--- src/rtl/spi_pio_bank_pkg.sv ---
// Shared constants and FSM state type for the SPI register bank.
package spi_pio_bank_pkg;

  localparam int ADDR_W     = 7;
  localparam int CMD_W      = 8;
  localparam int CMD_RD_BIT = 7;
  localparam int CNT_W      = 6;

  typedef enum logic [1:0] {
    IDLE = 2'd0,
    CMD  = 2'd1,
    DATA = 2'd2,
    HOLD = 2'd3
  } state_e;

endpackage

--- src/rtl/spi_pio_sync.sv ---
// Two-flop synchroniser for one asynchronous SPI pin plus a third flop for
// rise/fall detection; RST_VAL sets the level all three flops reset to.
module spi_pio_sync #(
  parameter logic RST_VAL = 1'b0
) (
  input  logic clk_i,
  input  logic rst_i,
  input  logic async_i,
  output logic level_o,
  output logic rise_o,
  output logic fall_o
);

  logic [2:0] sync_q;

  // NOTE: sequential state uses non-blocking (<=) so every flop samples the
  // pre-edge value of its neighbour; blocking here would collapse the chain.
  always_ff @(posedge clk_i) begin
    if (rst_i) sync_q <= {3{RST_VAL}};
    else       sync_q <= {sync_q[1:0], async_i};
  end

  assign level_o = sync_q[1];
  assign rise_o  = sync_q[1] & ~sync_q[2];
  assign fall_o  = ~sync_q[1] & sync_q[2];

endmodule

--- src/rtl/spi_pio_bank.sv ---
// Mode-0 SPI slave register bank: 8-bit command (rd + 7-bit addr) then
// DATA_W data bits. Define SPI_PIO_BANK_BURST_EN for auto-increment bursts.
module spi_pio_bank
  import spi_pio_bank_pkg::*;
#(
  parameter int              DATA_W    = 32,
  parameter int              NUM_REGS  = 2,
  parameter logic [DATA_W-1:0] RESET_VAL = '0
) (
  input  logic                         clk_clk,
  input  logic                         reset_reset,
  input  logic                         spi_sclk,
  input  logic                         spi_nss,
  input  logic                         spi_mosi,
  output logic                         spi_miso,
  output logic                         spi_miso_oe,
  output logic [NUM_REGS*DATA_W-1:0]   reg_out,
  output logic                         wr_strobe,
  output logic [ADDR_W-1:0]            wr_addr
);

  localparam logic [ADDR_W:0] NUM_REGS_W = (ADDR_W+1)'(NUM_REGS);

  logic sclk_level_unused, sclk_rise, sclk_fall;
  logic nss_level, nss_rise, nss_fall;
  logic mosi_level, mosi_rise_unused, mosi_fall_unused;

  spi_pio_sync #(.RST_VAL(1'b0)) u_sync_sclk (
    .clk_i(clk_clk), .rst_i(reset_reset), .async_i(spi_sclk),
    .level_o(sclk_level_unused), .rise_o(sclk_rise), .fall_o(sclk_fall));

  // nss resets high so an idle bus never shows a false select after reset.
  spi_pio_sync #(.RST_VAL(1'b1)) u_sync_nss (
    .clk_i(clk_clk), .rst_i(reset_reset), .async_i(spi_nss),
    .level_o(nss_level), .rise_o(nss_rise), .fall_o(nss_fall));

  spi_pio_sync #(.RST_VAL(1'b0)) u_sync_mosi (
    .clk_i(clk_clk), .rst_i(reset_reset), .async_i(spi_mosi),
    .level_o(mosi_level), .rise_o(mosi_rise_unused), .fall_o(mosi_fall_unused));

  state_e                  state_q, state_d;
  logic [CNT_W-1:0]        cnt_q, cnt_d;
  logic [DATA_W-1:0]       shift_q, shift_d;
  logic [ADDR_W-1:0]       addr_q, addr_d;
  logic                    rd_q, rd_d;
  logic                    commit_d;
  logic [1:0]              settle_q;
  logic [DATA_W-1:0]       regs_q [NUM_REGS];
  logic                    wr_strobe_q;
  logic [ADDR_W-1:0]       wr_addr_q;

  logic [CMD_W-1:0]        cmd_word;
  logic [ADDR_W-1:0]       rd_addr;
  logic [DATA_W-1:0]       rd_word;
  logic                    nss_start;

  // A frame already running when reset drops shows its nss fall only while
  // the synchroniser is still flushing; that fall is ignored.
  assign nss_start = nss_fall && (settle_q == 2'd3);
  assign cmd_word  = {shift_q[CMD_W-2:0], mosi_level};
  assign rd_addr   = (state_q == CMD) ? cmd_word[ADDR_W-1:0] : addr_q + ADDR_W'(1);

  function automatic logic in_range(input logic [ADDR_W-1:0] a);
    return {1'b0, a} < NUM_REGS_W;
  endfunction

  // Out-of-range addresses match no entry and so read as zero.
  always_comb begin
    rd_word = '0;
    for (int k = 0; k < NUM_REGS; k++)
      if (rd_addr == ADDR_W'(k)) rd_word = regs_q[k];
  end

  // NOTE: every _d gets a default first so no path through the case can
  // leave a variable unassigned and infer a latch.
  always_comb begin
    state_d  = state_q;
    cnt_d    = cnt_q;
    shift_d  = shift_q;
    addr_d   = addr_q;
    rd_d     = rd_q;
    commit_d = 1'b0;
    case (state_q)
      IDLE: if (nss_start) begin
        state_d = CMD;
        cnt_d   = '0;
      end
      CMD: if (sclk_rise) begin
        shift_d = {shift_q[DATA_W-2:0], mosi_level};
        cnt_d   = cnt_q + CNT_W'(1);
        if (cnt_q == CNT_W'(CMD_W-1)) begin
          state_d = DATA;
          cnt_d   = '0;
          addr_d  = cmd_word[ADDR_W-1:0];
          rd_d    = cmd_word[CMD_RD_BIT];
          shift_d = cmd_word[CMD_RD_BIT] ? rd_word : '0;
        end
      end
      DATA: begin
        if (sclk_rise) begin
          cnt_d = cnt_q + CNT_W'(1);
          if (!rd_q) shift_d = {shift_q[DATA_W-2:0], mosi_level};
          if (cnt_q == CNT_W'(DATA_W-1)) begin
            commit_d = !rd_q && in_range(addr_q);
            cnt_d    = '0;
`ifdef SPI_PIO_BANK_BURST_EN
            addr_d = addr_q + ADDR_W'(1);
            if (rd_q) shift_d = rd_word;
`else
            state_d = HOLD;
`endif
          end
        end else if (sclk_fall && rd_q && cnt_q != '0) begin
          // The MSB is already on MISO at load; shift only after a bit is taken.
          shift_d = {shift_q[DATA_W-2:0], 1'b0};
        end
      end
      HOLD: ;
      default: state_d = IDLE;
    endcase
    // The commit above is kept even when nss rises in the same cycle.
    if (nss_rise) state_d = IDLE;
  end

  always_ff @(posedge clk_clk) begin
    if (reset_reset) begin
      state_q     <= IDLE;
      cnt_q       <= '0;
      shift_q     <= '0;
      addr_q      <= '0;
      rd_q        <= 1'b0;
      settle_q    <= '0;
      wr_strobe_q <= 1'b0;
      wr_addr_q   <= '0;
      // NOTE: the bank is a handful of output flops, not a RAM, so each
      // entry is reset explicitly to RESET_VAL.
      for (int k = 0; k < NUM_REGS; k++) regs_q[k] <= RESET_VAL;
    end else begin
      state_q     <= state_d;
      cnt_q       <= cnt_d;
      shift_q     <= shift_d;
      addr_q      <= addr_d;
      rd_q        <= rd_d;
      wr_strobe_q <= commit_d;
      if (settle_q != 2'd3) settle_q <= settle_q + 2'd1;
      if (commit_d) begin
        wr_addr_q <= addr_q;
        for (int k = 0; k < NUM_REGS; k++)
          if (addr_q == ADDR_W'(k)) regs_q[k] <= shift_d;
      end
    end
  end

  for (genvar k = 0; k < NUM_REGS; k++) begin : g_out
    assign reg_out[k*DATA_W +: DATA_W] = regs_q[k];
  end

  assign spi_miso    = (state_q == DATA) && rd_q && shift_q[DATA_W-1];
  assign spi_miso_oe = ~nss_level;
  assign wr_strobe   = wr_strobe_q;
  assign wr_addr     = wr_addr_q;

endmodule

--- config.mk ---
export PLATFORM = sky130hd
export DESIGN_NAME = spi_pio_bank
export DESIGN_NICKNAME = d
export VERILOG_FILES = /design/src/rtl/spi_pio_bank_pkg.sv /design/src/rtl/spi_pio_sync.sv /design/src/rtl/spi_pio_bank.sv
export SDC_FILE = /design/constraint.sdc
export NUM_CORES = 1
export LEC_CHECK = 0
export CORE_ASPECT_RATIO = 0.5
export CORE_MARGIN = 2
export CORE_UTILIZATION = 55
export DETAILED_ROUTE_END_ITERATION = 10
export PLACE_DENSITY = 0.79
export SLEW_MARGIN = 25
export SYNTH_ARGS = -nofsm -noshare
export SYNTH_HDL_FRONTEND = slang
export SYNTH_HIERARCHICAL = 1
export SYNTH_SLANG_ARGS = --single-unit
--- constraint.sdc ---
create_clock -name clk_clk -period 3.8 [get_ports clk_clk]
set_input_delay 0.76 -clock clk_clk [delete_from_list [all_inputs] [get_ports clk_clk]]
set_output_delay 0.76 -clock clk_clk [all_outputs]
set_load 0.01 [all_outputs]
==> impl_metrics.tcl, run 1 <==
set metrics [dict create \
    ir_worst_vdd_mv 0.209 \
    crit_family "compound AO/OA/AOI/OAI gates" \
    nNetsFinal 770 \
    crit_arrival_ns 3.38 \
    path_cells "inv_1, ha_1, inv_1, o21ai_0, o31ai_2, and3_1, buf_4, a211oi_1, a211oi_1" \
    track_usage_pct 27.7 \
    ctsRootBufferMaster "clkbuf_16" \
    synth_fp_nets 709 \
    critical_path_class "reg2reg" \
    max_freq_ghz 0.328 \
    grt_overflow_total 0 \
    grt_pass1_wl_um 28600 \
    antenna_found_initial 0 \
    yosys_warnings 6 \
    die_h_um 82.2 \
    drtAntennaViolNets 0 \
    start_kind "flip-flop" \
    finalMaxSlewViolations 0 \
    power_mw 3.41 \
    end_kind "flip-flop" \
    clk_latency_ns 0.43 \
    netlist_instances 693 \
    drive_gt1_share_pct 10.7 \
    pin_count 79 \
    worstPathRequired_ns 4.13 \
    path_max_fanout 14 \
    layout_commonest_cell "clkdlybuf4s50_1" \
    syn2layout_area_growth_pct 21.6 \
    rsz0062_at_grt "no" \
    period_minus_slack_ns 3.05 \
    max_slew_margin_pct 29.3 \
    cts.sinks 130 \
    cts_hold_buf 0 \
    synth_area_um2 6730 \
    cts_tree "yes" \
    hold_viol 0 \
    slowest_delay_ns 0.65 \
    antenna_cells 0 \
    setup_viol 0 \
    post_cts_buffers 0 \
    clk_pin_slew_ns 0.06 \
    period_share_pct 80.3 \
    min_path_type "reg2reg" \
    drc 0 \
    viasPerCell 6.42 \
    final_cells 932 \
    fin_skew_ns 0.0131 \
    numCtsBuffers 17 \
    n_fill_cell 902 \
    wl_um 18100 \
    rows 28 \
    initialDrtViolationCount 678 \
    dp_cells 900 \
    p_leak_nw 2.73 \
    cts_max_path_buffers 2 \
    first_pass_iters 6 \
    grt_pass1_vias 5606 \
    worst_pin_slew_ns 1.06 \
    path_buf_inv 3 \
    p_per_area_nw_per_um2 417 \
    place_congestion 0.865 \
    die_w_um 160 \
    synthesis.area_per_instance_um2 9.71 \
    cts.repair.resized 0 \
    core-area_um2 11900 \
    critPathSlowestCell "and3_1" \
    maxCapViolations 0 \
    layout_common_cells "clkdlybuf4s50_1, nor2_1, dfxtp_1" \
    grt_max_degree 39 \
    outcome "finished clean" \
    setup_tns_ns 0 \
    vias 5980 \
    io_buffers 78 \
    htreeDepth 4 \
    dieArea_um2 13200 \
    dp_hpwl_um 11100 \
    initial_core_util_pct 56.7 \
    routedWlPerCell_um 19.4 \
]
## sequential cells by signal, summed over array words and instances (netlist names)
| signal | cells |
|---|---|
| addr_q | 7 |
| cnt_q | 6 |
| rd_q | 1 |
| regs_q | 64 |
| settle_q | 2 |
| shift_q | 32 |
| state_q | 2 |
| u_sync_mosi/sync_q | 2 |
| u_sync_nss/sync_q | 3 |
| u_sync_sclk/sync_q | 3 |
| wr_addr | 7 |
| wr_strobe | 1 |
## stage by stage
| step | utilization, % | hold slack [ns] | cell area, um2 | worst slack (ns) |
|---|---|---|---|---|
| CTS | 68.9 | 0.425 | 8190 | 0.822 |
| floorplan | - | 0.385 | 6730 | 1.38 |
| global route | 68.9 | 0.434 | 8190 | 0.577 |
| detailed placement | 64.1 | 0.400 | 7610 | 0.877 |
| finish | 68.9 | 0.420 | 8190 | 0.750 |
| global placement | 64.1 | 0.395 | 7610 | 0.991 |
## worst paths after layout
path	start	endpoint	slack [ns]	cells after the start
max	state_q[1]	shift_q[14]	0.75	9
min	u_sync_nss/sync_q[0]	u_sync_nss/sync_q[1]	0.42	1
max reg2reg	state_q[1]	shift_q[14]	0.75	9
min reg2reg	u_sync_nss/sync_q[0]	u_sync_nss/sync_q[1]	0.42	1
## power breakdown
group          switching [mW]  internal (mW)
sequential             0.0275           1.50
combinational           0.180          0.109
clock                   0.630          0.961
total                   0.837           2.57
## area by class of cell
| class | instances | area [um2] | share of cell area, % |
|---|---|---|---|
| clock inverter | 14 | 141 | 1.73 |
| clock buffer | 18 | 429 | 5.24 |
| inverter | 12 | 45.0 | 0.550 |
| tap | 165 | 206 | 2.52 |
| multi-input combinational | 499 | 3210 | 39.2 |
| sequential | 130 | 3240 | 39.6 |
| timing repair buffer | 94 | 908 | 11.1 |
## layer usage
metal / routed length [um] / share of wire [%] / track usage, %
met5: 0 / 0 / 0
met4: 489 / 2.7 / 12.5
met3: 1590 / 8.8 / 5.29
met2: 8180 / 45 / 45.4
met1: 7870 / 43 / 36.5
No activity file was read; power rests on OpenSTA's default activity.
==> inputs of run 2 (changes only) <==
CORE_UTILIZATION = 51   (was 55)
PLACE_DENSITY = 0.77   (was 0.79)
clock period = 2.8 ns   (was 3.8 ns; I/O delays follow)
==> run 2 against run 1 <==
  * Final cell count increased by 1.9%
  * Sequential share of layout area decreased by 0.84 points
  * Sequential power increased by 36%
  * First-iteration DRC count decreased by 36%
  * Total power increased by 42%
  * Critical path depth decreased by 4
  * Utilization decreased by 3.4 points
==> impl_metrics.tcl, run 2 (synthesized netlist as in run 1, its figures left out) <==
set metrics [dict create \
    outcome "finished clean" \
    track_usage_pct 25.0 \
    ir_worst_vdd_mv 0.394 \
    antenna_cells 0 \
    die_w_um 166 \
    reg2reg_slack_ns 0.23 \
    clk_pin_slew_ns 0.06 \
    vias 5781 \
    place_area_um2 7720 \
    finalMaxSlewViolations 0 \
    cts_tree "yes" \
    max_freq_ghz 0.389 \
    wl_um 17500 \
    place_congestion 0.882 \
    end_kind "output port" \
    p_leak_nw 2.82 \
    syn2layout_area_growth_pct 24.3 \
    crit_arrival_ns 2.01 \
    dp_hpwl_um 11300 \
    routedWlPerCell_um 18.4 \
    period_share_pct 91.8 \
    min_path_type "in2reg" \
    p_per_area_nw_per_um2 579 \
    stdcell_area_um2 8360 \
    rows 29 \
    nNetsFinal 783 \
    setup_viol 0 \
    die_h_um 85.2 \
    htreeDepth 4 \
    drc 0 \
    fin_skew_ns 0.00782 \
    cts.repair.resized 0 \
    first_pass_iters 5 \
    max_slew_margin_pct 48.8 \
    worstPathRequired_ns 2.24 \
    maxCapViolations 0 \
    layout_common_cells "clkdlybuf4s50_1, nor2_1, dfxtp_1" \
    cts_max_path_buffers 2 \
    initial_core_util_pct 52.7 \
    worst_pin_slew_ns 0.765 \
    hold_viol 0 \
    largest_reg_flops 64 \
    rsz0062_at_grt "no" \
    viasPerCell 6.09 \
    numCtsBuffers 17 \
    n_fill_cell 981 \
    start_kind "flip-flop" \
    cts.sinks 130 \
    initialDrtViolationCount 433 \
    setup_tns_ns 0 \
    path_max_fanout 11 \
    grt_max_degree 44 \
    dieArea_um2 14200 \
    core-area_um2 12800 \
    layout_commonest_cell "clkdlybuf4s50_1" \
    ctsRootBufferMaster "clkbuf_16" \
    grt_pass1_vias 5685 \
    critical_path_class "reg2out" \
    clk_latency_ns 0.42 \
    grt_pass1_wl_um 28500 \
    reg_top3 "regs_q (64), shift_q (32)" \
    largest_register "regs_q" \
    antenna_found_initial 0 \
    drive_gt1_share_pct 12.4 \
    io_buffers 78 \
    grt_overflow_total 0 \
    period_minus_slack_ns 2.57 \
    drtAntennaViolNets 0 \
    pin_count 79 \
]
## run 2: area by class of cell
class	instances	area [um2]	area share, %
tap	170	213	2.54
inverter	12	45.0	0.539
timing repair buffer	107	1020	12.2
clock buffer	17	425	5.09
clock inverter	15	206	2.47
sequential	130	3240	38.8
multi-input combinational	499	3210	38.4
## run 2: layer usage
metal | routed length, um | up-vias | share of wire (%) | track usage [%]
met5 | 0 | - | 0 | 0
met4 | 275 | 0 | 1.6 | 8.54
met3 | 1040 | 29 | 6.0 | 5.92
met2 | 8210 | 186 | 47 | 41.4
met1 | 7950 | 2845 | 45 | 32.5
li1 | - | 2721 | - | -
## run 2: critical path: stages (launching register included)
cell,delay [ns]
dfxtp_1,0.35
inv_1,0.11
ha_1,0.21
buf_4,0.19
and3_1,0.19
clkdlybuf4s50_1,0.54
## run 2: stage by stage
step	util [%]	hold slack [ns]	worst slack [ns]	std cells	total power [mW]
4_1_cts	65.4	0.369	0.163	949	4.85
5_1_grt	65.5	0.396	0.0315	950	4.98
3_5_place_dp	60.5	0.394	0.194	917	2.51
3_3_place_gp	60.4	0.390	0.371	917	2.50
2_1_floorplan	-	0.385	0.447	693	2.34
6_report	65.5	0.378	0.230	950	4.85
## run 2: worst paths after layout
path,from,depth (start not counted),endpoint
max,state_q[0],5,spi_miso
min,reset_reset,2,wr_strobe
max reg2reg,state_q[1],10,shift_q[8]
min reg2reg,u_sync_nss/sync_q[0],1,u_sync_nss/sync_q[1]
## run 2: repair_timing
| action | 4_1_cts | 5_1_grt |
|---|---|---|
| hold buffers | 0 | 0 |
| setup buffers | 0 | 1 |
| endpoints found under the setup margin | 0 | 22 |
## run 2: power by group
group / total, mW / switching (mW) / internal (mW) / leakage [nW]
logic: 0.399 / 0.244 / 0.155 / 1.33
clock network: 2.37 / 0.871 / 1.50 / 0.300
registers: 2.08 / 0.0373 / 2.04 / 1.19
==> inputs of run 3 (changes only) <==
RECOVER_POWER = 50   (was not set)
==> run 3 against run 2 <==
  * Global-route usage stayed put
  * Fmax grew 0.18%
  * Clock power barely moved
  * Sequential power about the same
  * Clock skew barely moved
  * Combinational power decreased by 4%
  * Total power decreased by 0.34%
  * Largest cell class unchanged
==> impl_metrics.tcl, run 3 (synthesized netlist as in run 1, its figures left out) <==
set metrics [dict create \
    outcome "finished clean" \
    dp_cells 917 \
    final_cells 950 \
    syn2layout_area_growth_pct 24.0 \
    initialDrtViolationCount 476 \
    setup_tns_ns 0 \
    place_ws_ns 0.194 \
    grt_pass1_wl_um 28500 \
    rr_worst_depth 7 \
    clk_latency_ns 0.42 \
    cts_tree "yes" \
    power_mw 4.83 \
    drtAntennaViolNets 0 \
    layout_commonest_cell "dlygate4sd3_1" \
    cts.repair.resized 0 \
    path_depth 7 \
    antenna_found_initial 0 \
    end_kind "flip-flop" \
    swShare_pct 23.8 \
    drc 0 \
    core-area_um2 12800 \
    io_buffers 78 \
    rsz0062_at_grt "no" \
    place_congestion 0.882 \
    maxCapViolations 0 \
    worstPathRequired_ns 2.87 \
    rows 29 \
    p_switching_mw 1.15 \
    largest_reg_flops 64 \
    pin_count 79 \
    ir_worst_vdd_mv 0.394 \
    die_w_um 166 \
    postLayoutCoreUtil_pct 65.4 \
    power.internal_mw 3.68 \
    start_kind "flip-flop" \
    largest_register "regs_q" \
    reg_top3 "regs_q (64), shift_q (32)" \
    crit_arrival_ns 2.63 \
    power_frac_comb_pct 8.0 \
    clk_pin_slew_ns 0.06 \
    crit_family "buffers and inverters" \
    vias 5785 \
    grt_max_degree 44 \
    grt_overflow_total 0 \
    path_buf_inv 2 \
    hold_viol 0 \
    critical_path_class "reg2reg" \
    htreeDepth 4 \
    critPathSlowestCell "clkbuf_1" \
    min_path_type "in2reg" \
    layout_common_cells "dlygate4sd3_1, nor2_1, dfxtp_1" \
    drive_gt1_share_pct 12.1 \
    hold_depth 2 \
    finalMaxSlewViolations 0 \
    max_freq_ghz 0.390 \
    period_share_pct 91.6 \
    routedWlPerCell_um 18.4 \
    max_slew_margin_pct 19.1 \
    seq_power_share_pct 43.0 \
    grt_pass1_vias 5685 \
    cts.sinks 130 \
    numCtsBuffers 17 \
    setup_ws_ns 0.235 \
    nNetsFinal 783 \
    antenna_cells 0 \
    dieArea_um2 14200 \
    p_leak_nw 2.92 \
    die_h_um 85.2 \
    period_minus_slack_ns 2.56 \
    clkPwrFrac_pct 49.0 \
    post_cts_buffers 0 \
    cts_hold_buf 0 \
    setup_viol 0 \
    track_usage_pct 25.0 \
    cts_max_path_buffers 2 \
    initial_core_util_pct 52.7 \
    slowest_delay_ns 0.41 \
    fin_skew_ns 0.00736 \
    dp_hpwl_um 11300 \
    viasPerCell 6.09 \
    ctsRootBufferMaster "clkbuf_16" \
    wl_um 17500 \
    first_pass_iters 7 \
    p_per_area_nw_per_um2 579 \
    path_max_fanout 16 \
    worst_pin_slew_ns 1.21 \
    path_cells "ha_1, and2_0, nand4_1, nor4_2, clkbuf_1, a21o_1, buf_2" \
]
==> run 3: changes by cell type in the layout (fill, tap and decap cells not counted), moves of 3 or more <==
cell / previous run / this run
clkdlybuf4s50_1: 77 / 4
dlygate4sd3_1: 0 / 73
buf_4: 27 / 22
and2_0: 1 / 5
and2_1: 9 / 5
clkbuf_1: 0 / 3
==> run 3: through the flow <==
step	cell area (um2)	hold slack (ns)
floorplan	6730	0.385
global placement	7720	0.390
detailed placement	7720	0.394
CTS	8360	0.369
global route	8350	0.426
finish	8350	0.410
==> run 3: cell type report <==
type	instances	area, um2
clock buffers	17	425
repair buffers	107	1000
inverters	12	45.0
fillers	988	4430
flip-flops and latches	130	3240
well taps	170	213
multi-input cells	499	3210
clock inverters	15	206
==> run 3: worst reg2reg max path: cells and delay by family (launching register included) <==
kind	cells	cell delay [ns]
buf+inv	2	0.80
flops	1	0.37
fa+ha+maj	1	0.22
simple gates	3	0.63
compound gates	1	0.20
==> run 3: path summary, 6_finish.rpt <==
check / slack [ns] / end / start
setup / recovery: 0.24 / regs_q[0][1] / cnt_q[1]
hold / removal: 0.41 / wr_strobe / reset_reset
setup reg to reg: 0.24 / regs_q[0][1] / cnt_q[1]
hold reg to reg: 0.41 / u_sync_nss/sync_q[1] / u_sync_nss/sync_q[0]
==> run 3: power by group through the flow <==
stage	Clock (mW)	Combinational (mW)	Sequential (mW)
6_report	2.37	0.385	2.08
3_3_place_gp	0	0.380	2.12
5_1_grt	2.47	0.414	2.08
2_1_floorplan	0	0.216	2.13
3_5_place_dp	0	0.389	2.12
4_1_cts	2.38	0.393	2.08
==> run 3: per-layer routing <==
layer | wire length, um | up-vias | track usage (%)
li1 | - | 2723 | -
met4 | 276 | 0 | 8.54
met5 | 0 | - | 0
met3 | 1110 | 29 | 5.92
met2 | 8240 | 199 | 41.4
met1 | 7860 | 2834 | 32.5
